===== config.mk =====
export PLATFORM = sky130hd
export DESIGN_NAME = omsp_uspi_slave
export DESIGN_NICKNAME = d
export VERILOG_FILES = /design/src/rtl/omsp_uspi_slave.sv
export SDC_FILE = /design/constraint.sdc
export NUM_CORES = 1
export LEC_CHECK = 0
export BUFFER_PORTS_ARGS = -buffer_cell sky130_fd_sc_hd__clkbuf_2
export CAP_MARGIN = 40
export CORE_MARGIN = 1
export CORE_UTILIZATION = 62
export DETAILED_ROUTE_END_ITERATION = 7
export HOLD_SLACK_MARGIN = 0.12
export PLACE_DENSITY_LB_ADDON = 0.3
export SLEW_MARGIN = 15
export SYNTH_ARGS = -nofsm -noshare
export SYNTH_HDL_FRONTEND = slang
export SYNTH_SLANG_ARGS = --single-unit

===== constraint.sdc =====
create_clock -name mclk -period 4.3 [get_ports mclk]
set_input_delay 0.86 -clock mclk [delete_from_list [all_inputs] [get_ports mclk]]
set_output_delay 0.86 -clock mclk [all_outputs]
set_load 0.05 [all_outputs]

===== src/rtl/omsp_uspi_slave.sv =====
// rtl/omsp_uspi_slave.sv - SPI slave peripheral for the OpenMSP430 peripheral bus
// Double-buffered TX/RX, CPOL/CPHA select, 8/16-bit words, level interrupt.
module omsp_uspi_slave #(
    parameter logic [14:0] BASE_ADDR = 15'h0098,
    parameter int          DEC_WD    = 3
) (
    input  logic        mclk,
    input  logic        puc_rst_n,
    input  logic [13:0] per_addr,
    input  logic [15:0] per_din,
    input  logic        per_en,
    input  logic [1:0]  per_we,
    output logic [15:0] per_dout,
    input  logic        spi_clk,
    input  logic        spi_mosi,
    input  logic        spi_cs_n,
    output logic        spi_miso,
    output logic        spi_miso_oe,
    output logic        spi_irq
);

    localparam int IDX_W = DEC_WD - 1;

    typedef enum logic {
        IDLE   = 1'b0,
        ACTIVE = 1'b1
    } state_t;

    state_t      state;
    logic        en, cpol, cpha, rxie, txie, errie, wide;
    logic        rxfull, txempty, ovr, undr, abort;
    logic [15:0] tx_buf, rx_buf, tx_shift;
    logic [14:0] rx_shift;
    logic [3:0]  bit_cnt;
    logic        skip_shift;

    logic [2:0]  clk_sync, cs_sync;
    logic [1:0]  mosi_sync;

    // Register decode
    logic [IDX_W-1:0] reg_idx;
    logic             reg_sel, reg_wr, reg_rd;
    logic             ctrl_wr, stat_wr, tx_wr, rx_rd;
    logic [15:0]      tx_wdata;
    logic [2:0]       stat_w1c;

    assign reg_idx  = per_addr[IDX_W-1:0];
    assign reg_sel  = per_en & (per_addr[13:DEC_WD-1] == BASE_ADDR[14:DEC_WD]);
    assign reg_wr   = reg_sel & (|per_we);
    assign reg_rd   = reg_sel & ~(|per_we);
    assign ctrl_wr  = reg_wr & (reg_idx == IDX_W'(0));
    assign stat_wr  = reg_wr & (reg_idx == IDX_W'(1));
    assign tx_wr    = reg_wr & (reg_idx == IDX_W'(2));
    assign rx_rd    = reg_rd & (reg_idx == IDX_W'(3));
    assign tx_wdata = {per_we[1] ? per_din[15:8] : tx_buf[15:8],
                       per_we[0] ? per_din[7:0]  : tx_buf[7:0]};
    assign stat_w1c = (stat_wr & per_we[0]) ? per_din[4:2] : 3'b000;

    // Pad synchronizers; the third stage only exists for edge detection
    always_ff @(posedge mclk or negedge puc_rst_n) begin
        if (!puc_rst_n) begin
            clk_sync  <= 3'b111;
            cs_sync   <= 3'b111;
            mosi_sync <= 2'b00;
        end else begin
            clk_sync  <= {clk_sync[1:0], spi_clk};
            cs_sync   <= {cs_sync[1:0], spi_cs_n};
            mosi_sync <= {mosi_sync[0], spi_mosi};
        end
    end

    logic clk_edge, lead_edge, trail_edge, sample_edge, shift_edge;
    logic cs_fall, cs_rise, busy;

    assign clk_edge    = clk_sync[1] ^ clk_sync[2];
    assign lead_edge   = clk_edge & (clk_sync[1] != cpol);
    assign trail_edge  = clk_edge & (clk_sync[1] == cpol);
    assign sample_edge = cpha ? trail_edge : lead_edge;
    assign shift_edge  = cpha ? lead_edge : trail_edge;
    assign cs_fall     = ~cs_sync[1] & cs_sync[2];
    assign cs_rise     = cs_sync[1] & ~cs_sync[2];
    assign busy        = ~cs_sync[1];

    // Frame events and the shared TX load rule
    logic [3:0]  start_cnt;
    logic        active, frame_start, word_done, load;
    logic        load_direct, undr_set, ovr_set, abort_set;
    logic [15:0] load_val, rx_word;

    assign start_cnt   = wide ? 4'd15 : 4'd7;
    assign active      = (state == ACTIVE);
    assign frame_start = en & ~active & cs_fall;
    assign word_done   = en & active & ~cs_rise & sample_edge & (bit_cnt == 4'd0);
    assign load        = frame_start | word_done;
    assign load_direct = load & txempty & tx_wr;
    assign undr_set    = load & txempty & ~tx_wr;
    assign load_val    = txempty ? (tx_wr ? tx_wdata : 16'h0000) : tx_buf;
    assign ovr_set     = word_done & rxfull & ~rx_rd;
    assign abort_set   = en & active & cs_rise & (bit_cnt != start_cnt);
    assign rx_word     = {rx_shift, mosi_sync[1]};

    always_ff @(posedge mclk or negedge puc_rst_n) begin
        if (!puc_rst_n) begin
            state      <= IDLE;
            en         <= 1'b0;
            cpol       <= 1'b0;
            cpha       <= 1'b0;
            rxie       <= 1'b0;
            txie       <= 1'b0;
            errie      <= 1'b0;
            wide       <= 1'b0;
            rxfull     <= 1'b0;
            txempty    <= 1'b1;
            ovr        <= 1'b0;
            undr       <= 1'b0;
            abort      <= 1'b0;
            tx_buf     <= 16'h0000;
            rx_buf     <= 16'h0000;
            tx_shift   <= 16'h0000;
            rx_shift   <= 15'h0000;
            bit_cnt    <= 4'd0;
            skip_shift <= 1'b0;
        end else begin
            if (ctrl_wr) begin
                if (per_we[0]) begin
                    en    <= per_din[0];
                    cpol  <= per_din[1];
                    cpha  <= per_din[2];
                    rxie  <= per_din[3];
                    txie  <= per_din[4];
                    errie <= per_din[5];
                end
                if (per_we[1]) begin
                    wide <= per_din[8];
                end
            end

            if (tx_wr) begin
                tx_buf <= tx_wdata;
            end
            if (tx_wr && !load_direct) begin
                txempty <= 1'b0;
            end else if (load) begin
                txempty <= 1'b1;
            end

            if (word_done) begin
                rx_buf <= wide ? rx_word : {8'h00, rx_word[7:0]};
                rxfull <= 1'b1;
            end else if (rx_rd) begin
                rxfull <= 1'b0;
            end

            ovr   <= ovr_set   | (ovr   & ~stat_w1c[0]);
            undr  <= undr_set  | (undr  & ~stat_w1c[1]);
            abort <= abort_set | (abort & ~stat_w1c[2]);

            if (!en) begin
                state <= IDLE;
            end else begin
                case (state)
                    IDLE: begin
                        if (cs_fall) begin
                            state      <= ACTIVE;
                            bit_cnt    <= start_cnt;
                            tx_shift   <= load_val;
                            // In CPHA=1 the first leading edge presents the MSB already loaded
                            skip_shift <= cpha;
                        end
                    end
                    ACTIVE: begin
                        if (cs_rise) begin
                            state    <= IDLE;
                            rx_shift <= 15'h0000;
                        end else begin
                            if (sample_edge) begin
                                rx_shift <= {rx_shift[13:0], mosi_sync[1]};
                                if (bit_cnt == 4'd0) begin
                                    bit_cnt    <= start_cnt;
                                    tx_shift   <= load_val;
                                    // The next shift edge would push out the fresh MSB
                                    skip_shift <= 1'b1;
                                end else begin
                                    bit_cnt <= bit_cnt - 4'd1;
                                end
                            end
                            if (shift_edge) begin
                                if (skip_shift) begin
                                    skip_shift <= 1'b0;
                                end else begin
                                    tx_shift <= {tx_shift[14:0], 1'b0};
                                end
                            end
                        end
                    end
                    default: state <= IDLE;
                endcase
            end
        end
    end

    always_comb begin
        per_dout = 16'h0000;
        if (reg_sel) begin
            case (reg_idx)
                IDX_W'(0): per_dout = {7'b0, wide, 2'b0, errie, txie, rxie, cpha, cpol, en};
                IDX_W'(1): per_dout = {10'b0, busy, abort, undr, ovr, txempty, rxfull};
                IDX_W'(2): per_dout = tx_buf;
                IDX_W'(3): per_dout = rx_buf;
                default:   per_dout = 16'h0000;
            endcase
        end
    end

    assign spi_miso    = wide ? tx_shift[15] : tx_shift[7];
    assign spi_miso_oe = en & active;
    assign spi_irq     = (rxie & rxfull) | (txie & txempty) | (errie & (ovr | undr | abort));

endmodule

=== Yosys cells after proc, flatten, opt, wreduce, memory -nomap -nowiden ===
Cells that the tools add are included.

* Word-level logic and storage cells: 137
* Latch bits: 0
* Register bits: 89
* Output and inout bits: 19
* Memories kept: 0
* Bits of input ports: 38
* Bits in read-only memories: 0
* Bits in writable memories: 0

* Shifts and indexed selects: 0
* Div/mod/pow operators: 0
* Mux-type cells: 41
* Order comparisons: 0
* Equal/unequal tests: 10
* Reductions and logical operators: 13
* Add/subtract/negate cells: 1
* Bitwise logic cells: 50
* Multiply operators: 0

{| class="wikitable"
|+ Operator list
! operator !! count
|-
| $mux W16 || 10
|-
| $pmux W16 S4 || 1
|-
| $pmux W16 S2 || 1
|-
| $and A1 B1 Y1 || 31
|-
| $mux W15 || 2
|-
| $mux W4 || 5
|-
| $mux W1 || 16
|-
| $mux W8 || 2
|-
| $eq A12 B5 Y1 const B || 1
|-
| $not A1 Y1 || 10
|-
| $or A1 B1 Y1 || 8
|-
| $pmux W4 S2 || 1
|-
| $reduce_and A3 Y1 || 2
|-
| $reduce_bool A2 Y1 || 3
|-
| $eq A2 B2 Y1 const B || 2
|-
| $logic_not A4 Y1 || 1
|-
| $ne A2 B2 Y1 const B || 2
|-
| $ne A4 B4 Y1 || 1
|-
| $pmux W1 S2 || 2
|-
| $reduce_and A2 Y1 || 2
|-
| $reduce_and A4 Y1 || 1
|-
| $sub A4 B1 Y4 const B || 1
|-
| $mux W3 || 1
|-
| $eq A2 B1 Y1 const B || 1
|-
| 8 further kinds || 8
|}

=== Logic depth before layout (Yosys ltp) ===
* Depth in word-level cells: 12
* Gate-level depth with buffers: 8
* Depth with buffers taken out: 7

=== Least setup slack after synthesis ===
No wires, ideal clock.

* Path type: input -> output
* Start point: input port per_addr[11]
* End point: output port per_dout[5]
* Slack: 0.714 ns
* Path buffers: 1
* Cell stages on the path: 4
* Data required time: 3.440 ns
* Arrival: 2.726 ns
* Cell sequence: nor3_1 > nand4_4 > buf_2 > a211oi_1

* Word-level cells in the longest chain between the ends: 3

{| class="wikitable"
|+ RTL lines
! item !! RTL line !! RTL
|-
| from (decl) || 9 || <nowiki>input logic [13:0] per_addr,</nowiki>
|-
| $eq A12 B5 Y1 || 48 || <nowiki>assign reg_sel = per_en & (per_addr[13:DEC_WD-1] == BASE_ADDR[14:DEC_WD]);</nowiki>
|-
| $and A1 B1 Y1 || 48 ||
|-
| $mux W16 || 204 || <nowiki>if (reg_sel) begin</nowiki>
|-
| to (decl) || 13 || <nowiki>output logic [15:0] per_dout,</nowiki>
|}

Every way passes these cells.

=== Worst setup path after layout ===
* Start point: input port per_addr[11]
* End point: output port per_dout[6]

The elaborated chain is that of the path after synthesis.

==> out/results.ini <==
[run_status]
status = completed

[die]
die_area_sq_um = 7390
chipHeight_microns = 86.0
die_w_microns = 86.0
num_io_pins = 57
start_util = 0.644
coreArea_sq_um = 6790
fp-row-count = 30

[power_and_ir_drop]
internal_power_mw = 1.15
swShare = 0.223
clockPowerShare = 0.375
p_leak_nw = 2.30
pwr-share-seq = 0.574
p_comb_frac = 0.050
power_density_nw_per_um2 = 301
peakVddDrop_mv = 0.181
switchingPower_mw = 0.328
p_total_mw = 1.47

[routing]
wl_mm = 9.28
drt-initial-drc-count = 263
vias = 3105
first_pass_iters = 4
ant_nets = 0
viasPerCell = 6.06
wire_per_inst_microns = 18.1
drc = 0

[finish]
utilization = 0.720
fin_area_sq_um = 4890
multi_input_area_sq_um = 1970
antennaDiodeCount = 0
final_net_count = 451
regArea_sq_um = 2240
drive_gt1_frac = 0.327
fillers = 462
syn2layout_area_growth_pct = 11.9
stdcell_count = 512

[clock_tree]
clkSinkCount = 89
clockBufferDepth = 2
clock_latency_ps = 350
h-tree-depth = 3
root_buffer = clkbuf_8
post_cts_buffers = 0
cts_buffers = 9
clk_pin_slew_ps = 80
cts.hold.buffers_added = 0
cts_tree = built
post_cts_resized = 0

[timing]
rsz0062_at_grt = false
final.setup.tns_ps = 0
finalSetupViolations = 0
slew_violations = 0
period_share = 0.795
clock_skew_ps = 7.79
maxSlewHeadroom = 0.512
worstMarginPinSlew_ps = 733
fmax_mhz = 292
min_period_ps = 3420
finalHoldViolCount = 0

[setup_path]
worstRegToRegCells = 5
rr_endpoint = tx_shift[9]$_DFFE_PN0P_
setup.worst_path.start_class = input pin
r2r_setup_slack_ps = 1890
required_ps = 3440
arrival_ps = 2560
path_cells = clkbuf_2 -> nor3_1 -> nand4_4 -> or2_2 -> nor2_1 -> clkbuf_2
critPathBufInv = 2
critPathKind = in -> out
r2r-start = cpha$_DFFE_PN0P_
crit_path_end_kind = output pin
slowest_stage = or2_2
critical_path_peak_fanout = 13
cpLargestDelayFamily = simple AND/OR/NAND/NOR gates
slowest_delay_ps = 480
cp_common_cell = clkbuf_2

[yosys]
yosys_warnings = 0
ys.flop_type = dfrtp_1
synth_top_cell_area_share = 0.469
synth_edf_count = 0
synth_area_per_cell_sq_um = 12.0
synth_cells = 363
yosys.area_share.simple = 0.123
syn_nets = 403
yosysTopAreaCell = dfrtp_1
synth_compound_area_frac = 0.161
synth_area_sq_um = 4370
synth-async-reset-ratio = 1.00
ys_seq_area_frac = 0.511
yosys.area_share.xor_xnor = 0.00401
muxShareOfSynthArea = 0.154
ys_types = 64
ys_ff_latch = 89
synth_top_family_by_area = compound AO/OA/AOI/OAI gates
synth_area_leaders = dfrtp_1 (47%), mux2_2 (7.2%), dfstp_2 (4.2%)
synth-adder-area-share = 0.00801

[hold_path]
hold_path_class = reg -> reg
hold_start = mosi_sync[0]$_DFF_PN0_
hold_end = mosi_sync[1]$_DFF_PN0_
min_path_cells = 0

[placement]
place_congestion = 0.823
dp.cells = 496
postPlaceCellArea_sq_um = 4700
port-buffer-count = 56
place_hpwl_mm = 6.70

[global_routing]
grt_pass1_vias = 3076
grt_usage = 0.277
grt_max_degree = 65
grt_antenna_before_repair = 0
grt_pass1_wl_mm = 15.6
grt.overflow.total = 0

[run]
maxCapViolCount = 0

## cells in the final DEF, fill, tap and decap left out, types with 2 or more instances in the layout
master and n:
nand2b_1 5, o41ai_4 2, clkbuf_1 2, mux2_2 28
o221a_1 2, a211oi_1 2, o2bb2ai_1 2, o221ai_1 8
o21ai_0 15, nor3b_1 2, a32o_1 2, buf_4 3
a221o_1 6, dfstp_2 7, clkbuf_2 55, a22o_1 15
inv_1 13, nand3_1 2, a22oi_1 9, nand2_1 41
nor3_1 5, and3_1 2, nor2_1 16, o221a_2 5
mux2i_1 14, mux4_2 5, dfrtp_1 82, clkbuf_8 13
nor2b_1 9, ha_1 2, mux2_4 7, and4_1 2
## sequential cells by signal (all words and copies together), names as in the netlist, 2 cells and up
register,count
rx_shift,15
rx_buf,16
bit_cnt,4
mosi_sync,2
clk_sync,3
cs_sync,3
tx_shift,16
tx_buf,16
## cells in the mapped netlist, types with 2 or more instances
library cell,count
a211oi_1,2
a221o_1,6
a22o_1,15
a22oi_1,9
a32o_1,2
and3_1,2
and4_1,2
buf_1,3
buf_2,9
buf_6,3
clkbuf_1,6
dfrtp_1,82
dfstp_2,7
ha_1,2
inv_1,13
mux2_2,28
mux2_4,7
mux2i_1,14
mux4_2,5
nand2_1,41
nand2b_1,5
nand3_1,2
nor2_1,16
nor2b_1,9
nor3_1,5
nor3b_1,2
o21ai_0,15
o221a_1,2
o221a_2,5
o221ai_1,8
o2bb2ai_1,2
o41ai_4,2
## metal layers
metal | global-route usage | share of wire
met5 | 0 | 0
met4 | 0.108 | 0.021
met3 | 0.0395 | 0.045
met2 | 0.421 | 0.46
met1 | 0.406 | 0.47
## final cells by class
class | instances | area share
well taps | 96 | 0.0246
repair buffers | 59 | 0.0665
multi-input cells | 239 | 0.402
clock inverters | 1 | 0.00153
clock buffers | 15 | 0.0381
flip-flops and latches | 89 | 0.457
inverters | 13 | 0.00997
## worst register-to-register path, cell delays in order, from the launching register on
cell	delay [ps]
dfrtp_1	460
xor2_1	380
mux2_4	370
a21boi_4	460
a21bo_4	360
o221a_2	260
## per-stage QoR
| stage | worst slack [ps] | hold slack [ps] |
|---|---|---|
| floorplan | 714 | 331 |
| global placement | 963 | 335 |
| detailed placement | 876 | 337 |
| CTS | 873 | 360 |
| global route | 760 | 364 |
| finish | 881 | 354 |
## worst max path at each step
stage                       startpoint           to  slack [ps]  cells after the start
after CTS                 per_addr[11]  per_dout[6]         870                      6
final                     per_addr[11]  per_dout[6]         880                      6
after detailed placement  per_addr[11]  per_dout[6]         880                      6
after global routing      per_addr[11]  per_dout[9]         760                      6
after floorplan           per_addr[11]  per_dout[5]         710                      4
after global placement    per_addr[11]  per_dout[7]         960                      6
## power by group through the flow
stage | Clock, mW | Sequential, mW | Combinational (mW)
after floorplan | 0 | 0.862 | 0.0292
after global placement | 0 | 0.863 | 0.0697
after detailed placement | 0 | 0.863 | 0.0750
after CTS | 0.564 | 0.847 | 0.0755
after global routing | 0.604 | 0.848 | 0.0822
final | 0.554 | 0.847 | 0.0741
## cells by family after synthesis
group           after synthesis
xor+xnor                      2
fa+ha+maj                     3
buf+inv                      35
compound gates               81
simple gates                 99
mux                          54
flops                        89
No activity file was read; power rests on OpenSTA's default activity.
